**config.mk**
```make
export PLATFORM = sky130hd
export DESIGN_NAME = vga_bounce_sprite
export DESIGN_NICKNAME = d
export VERILOG_FILES = /design/src/rtl/vga_bounce_sprite.sv
export SDC_FILE = /design/constraint.sdc
export NUM_CORES = 1
export LEC_CHECK = 0
export BUFFER_PORTS_ARGS = -buffer_cell sky130_fd_sc_hd__buf_4
export CORE_UTILIZATION = 46
export DETAILED_ROUTE_END_ITERATION = 12
export PLACE_DENSITY_LB_ADDON = 0.12
export SLEW_MARGIN = 20
export SYNTH_ARGS = -nofsm -noshare
export SYNTH_HDL_FRONTEND = slang
export SYNTH_SLANG_ARGS = --single-unit
```
**constraint.sdc**
```tcl
create_clock -name clk -period 5.5 [get_ports clk]
set_clock_uncertainty 0.2 [all_clocks]
set_input_delay 1.375 -clock clk [delete_from_list [all_inputs] [get_ports clk]]
set_output_delay 1.375 -clock clk [all_outputs]
set_load 0.1 [all_outputs]
```
**src/rtl/vga_bounce_sprite.sv**
```systemverilog
// vga_bounce_sprite: draws a bouncing, colour-cycling box behind the VGA sync generator.
// Define SCREEN_BORDER_EN to overlay a white one-pixel border around the visible area.
module vga_bounce_sprite #(
  parameter int H_DISPLAY = 640,
  parameter int V_DISPLAY = 480,
  parameter int BOX_W     = 32,
  parameter int BOX_H     = 32,
  parameter int SPEED     = 2,
  parameter int X0        = 100,
  parameter int Y0        = 50
) (
  input  logic       clk,
  input  logic       rst_n,
  input  logic [9:0] hpos,
  input  logic [9:0] vpos,
  input  logic       display_on,
  input  logic       hsync_in,
  input  logic       vsync_in,
  input  logic       pause,
  output logic [1:0] r,
  output logic [1:0] g,
  output logic [1:0] b,
  output logic       hsync_out,
  output logic       vsync_out,
  output logic       frame_tick,
  output logic [7:0] bounce_cnt
);
  localparam logic [10:0] X_MAX = 11'(H_DISPLAY - BOX_W);
  localparam logic [10:0] Y_MAX = 11'(V_DISPLAY - BOX_H);
  localparam logic [10:0] SPD   = 11'(SPEED);
  logic [9:0]  r_box_x, r_box_y;
  logic        r_left, r_up;
  logic [2:0]  r_colour;
  logic        w_tick, w_bx, w_by, w_inside, w_border;
  logic [10:0] w_x, w_y, w_h, w_v;
  logic [9:0]  w_nx, w_ny;
  logic [5:0]  w_rgb;
  // 11-bit compares keep box+SPEED and box+BOX from wrapping
  always_comb begin
    w_x      = {1'b0, r_box_x};
    w_y      = {1'b0, r_box_y};
    w_h      = {1'b0, hpos};
    w_v      = {1'b0, vpos};
    w_tick   = hpos == '0 && vpos == 10'(V_DISPLAY);
    w_bx     = r_left ? w_x <= SPD : w_x + SPD >= X_MAX;
    w_by     = r_up   ? w_y <= SPD : w_y + SPD >= Y_MAX;
    w_nx     = w_bx ? (r_left ? '0 : X_MAX[9:0]) : (r_left ? r_box_x - SPD[9:0] : r_box_x + SPD[9:0]);
    w_ny     = w_by ? (r_up ? '0 : Y_MAX[9:0]) : (r_up ? r_box_y - SPD[9:0] : r_box_y + SPD[9:0]);
    w_inside = display_on && w_h >= w_x && w_h < w_x + 11'(BOX_W) && w_v >= w_y && w_v < w_y + 11'(BOX_H);
`ifdef SCREEN_BORDER_EN
    w_border = display_on && (hpos == '0 || hpos == 10'(H_DISPLAY - 1) || vpos == '0 || vpos == 10'(V_DISPLAY - 1));
`else
    w_border = 1'b0;
`endif
    w_rgb    = w_border ? '1 : w_inside ? {{2{r_colour[2]}}, {2{r_colour[1]}}, {2{r_colour[0]}}} : '0;
  end
  always_ff @(posedge clk) begin
    if (!rst_n) begin
      {r, g, b}  <= '0;
      hsync_out  <= 1'b0;
      vsync_out  <= 1'b0;
      frame_tick <= 1'b0;
      bounce_cnt <= '0;
      r_box_x    <= 10'(X0);
      r_box_y    <= 10'(Y0);
      r_left     <= 1'b0;
      r_up       <= 1'b0;
      r_colour   <= 3'd1;
    end else begin
      {r, g, b}  <= w_rgb;
      hsync_out  <= hsync_in;
      vsync_out  <= vsync_in;
      frame_tick <= w_tick;
      if (w_tick && !pause) begin
        r_box_x <= w_nx;
        r_box_y <= w_ny;
        r_left  <= r_left ^ w_bx;
        r_up    <= r_up ^ w_by;
        if (w_bx || w_by) begin
          r_colour   <= r_colour == 3'd7 ? 3'd1 : r_colour + 3'd1;
          bounce_cnt <= bounce_cnt + 8'd1;
        end
      end
    end
  end
endmodule
```
==> flow_summary.toml <==
[outcome]
status = "finished with violations"
failed_checks = "DRC"

[detailed_routing]
vias = 2987
ant_nets = 0
wire_per_inst_um = 15.7
vias_per_cell = 5.93
drtIter0Drc = 177
drt_first_pass_iters = 11
wirelength_um = 7920
drc = 7

[worst_setup_path]
cp_data_arrival_time_ps = 3680
crit_fanout = 22
r2r_start = "r_box_x[5]$_SDFFE_PN1P_"
startpoint_type = "input port"
crit_type = "in2reg"
crit_start = "vpos[1]"
critPathCaptureType = "register"
required_ps = 5480

[sta]
finalCritPeriodShare_pct = 67.3
tns_ps = 0
rsz0062_at_grt = "no"
clock.fmax_mhz = 270
relSlewSlack_pct = 45.9
tightest_slew_ps = 811
period_needed_ps = 3700
setup_viol = 0
drv_slew = 0
final.setup.worst_slack_ps = 1800
hold_violations = 0
holdWs_ps = 282

[clock_network]
post_cts_resized = 0
insertion_delay_ps = 300
cts_setup_buffers = 0
cts_max_level = 2
cts_root_buffer = "clkbuf_8"
cts_tree = "built"
clockBufferDepth = 2
path_clk_slew_ps = 80
cts_buffers = 5
cts_sinks = 37
hold_buffers = 0

[floorplanning]
start_util_pct = 48.6
die_x_um = 84.8
dieArea_um2 = 7200
dieHeight_um = 84.8
core_um2 = 6490
io_pins = 43
rows = 29

[placed_design]
hpwl_um = 6050
place.gp.congestion = 0.870
post-place-ws_ps = 1490
port_buffers = 42

[logic_synthesis]
yosysTopAreaCellShare_pct = 23.5
synth_edf_count = 0
ys_warn_count = 0
synthesis.nets = 461
post_synth_inst_count = 394
synth_seq_cells = 37
synth_ff_type = "dfxtp_1"
async_flop_share_pct = 0
syn_avg_cell_area_um2 = 8.01
yosys.area.top_type = "dfxtp_1"
yosysUniqueCellTypes = 63
synth_area_um2 = 3160
synthTopCellsByArea = "dfxtp_1, ha_1, a21oi_1, nand3_1, nor2_1"
ys_seq_area_share_pct = 23.5

[cells_and_area]
fin_nets = 493
final_core_util_pct = 55.2
layout-drive-gt1-share_pct = 15.5
multi_input_area_um2 = 2230
antenna_cells = 0
area_delta_synth_final_pct = 13.6
regArea_um2 = 741
fillers = 626

[worst_hold_path]
hp-start = "r_colour[1]$_SDFFE_PN0P_"
hold_class = "reg2reg"

[power_and_ir_drop]
p_leak_nw = 1.41
ir_worst_vdd_mv = 0.101
power_uw = 555
p_per_area_nw_per_um2 = 155

[grt]
grt_pass1_wl_um = 13600
grt_overflow_total = 0
grt_util_all_layers_pct = 23.6
grt_max_degree = 29
antenna_found_initial = 0
grt_pass1_vias = 2793

[job]
drv_cap = 0
[metrics by stage]
step,instances,area (um2)
2_1_floorplan,394,3160
3_3_place_gp,496,3490
3_5_place_dp,496,3490
4_1_cts,504,3590
5_1_grt,504,3590
6_report,504,3590
[per-layer routing]
metal	GRT usage [%]	up-vias	routed length, um
met5	0	-	0
met1	34.0	1368	4040
met3	3.60	14	383
met2	35.4	81	3350
met4	9.24	0	150
li1	-	1524	-
[synth_stat cells, drive strengths merged (5+ instances only)]
cell,count
a211o,5
a211oi,5
a21o,6
a21oi,29
a31oi,9
and2,5
and3,6
buf,8
clkbuf,10
dfxtp,37
ha,41
inv,26
nand2,23
nand2b,6
nand3,27
nand4,9
nor2,28
nor3,15
nor4,7
o21a,7
o21ai,21
or3,10
xnor2,11
[state kept, by name, summed over array words and instances, names as in the netlist]
register	cells
bounce_cnt	8
g	1
r_box_x	9
b	1
r_up	1
r_box_y	9
r_colour	3
frame_tick	1
r_left	1
hsync_out	1
r	1
vsync_out	1
[cell families (layout without fill, tap and decap cells)]
| logic type | count (synthesis) | after routing | synth area share, % |
|---|---|---|---|
| AOI/OAI and AO/OA | 109 | 109 | 25.5 |
| xor gates and xnor gates | 12 | 12 | 3.33 |
| adders and majority gates | 41 | 41 | 16.3 |
| buffers and inverters | 45 | 78 | 5.91 |
| DFF | 37 | 37 | 23.5 |
| muxes | 4 | 4 | 1.31 |
| and+or+nand+nor | 146 | 146 | 24.3 |
[critical path, cell delays in order]
cell and delay (ps):
buf_4 110, nor4_1 460, nand3_1 230, or3_1 740
a31oi_4 470, mux2i_1 230, nor2_1 50
[cells in the final DEF (no fill, tap or decap), drive strengths merged, types with 10 or more instances in the layout]
cell type and n:
o21ai 21, a21oi 29, nor2 28, ha 41, or3 10, nor3 15
nand2 23, xnor2 11, nand3 27, dfxtp 37, buf 43, inv 26
[area by class of cell]
| cell class | count | area share, % |
|---|---|---|
| clock buffer | 6 | 2.30 |
| clock inverter | 2 | 0.384 |
| inverter | 27 | 2.83 |
| multi-input combinational | 312 | 62.2 |
| sequential | 37 | 20.6 |
| tap | 77 | 2.69 |
| timing repair buffer | 43 | 9.00 |
[power by group]
group	leakage [nW]	internal, mW	total [mW]	switching (mW)
Sequential	0.299	0.270	0.275	0.00461
Combinational	1.06	0.0337	0.0745	0.0408
Clock	0.0512	0.102	0.206	0.104
Total	1.41	0.405	0.555	0.150
[path summary, 6_finish.rpt]
path | end | slack (ps) | cells after the start
worst min-delay path | g[0]$_SDFF_PN0_ | 280 | 2
worst max-delay path | bounce_cnt[1]$_SDFFE_PN0P_ | 1800 | 7
worst min register to register | g[0]$_SDFF_PN0_ | 280 | 2
worst max register to register | r_box_x[3]$_SDFFE_PN0P_ | 2460 | 8
No activity file was read; power rests on OpenSTA's default activity.
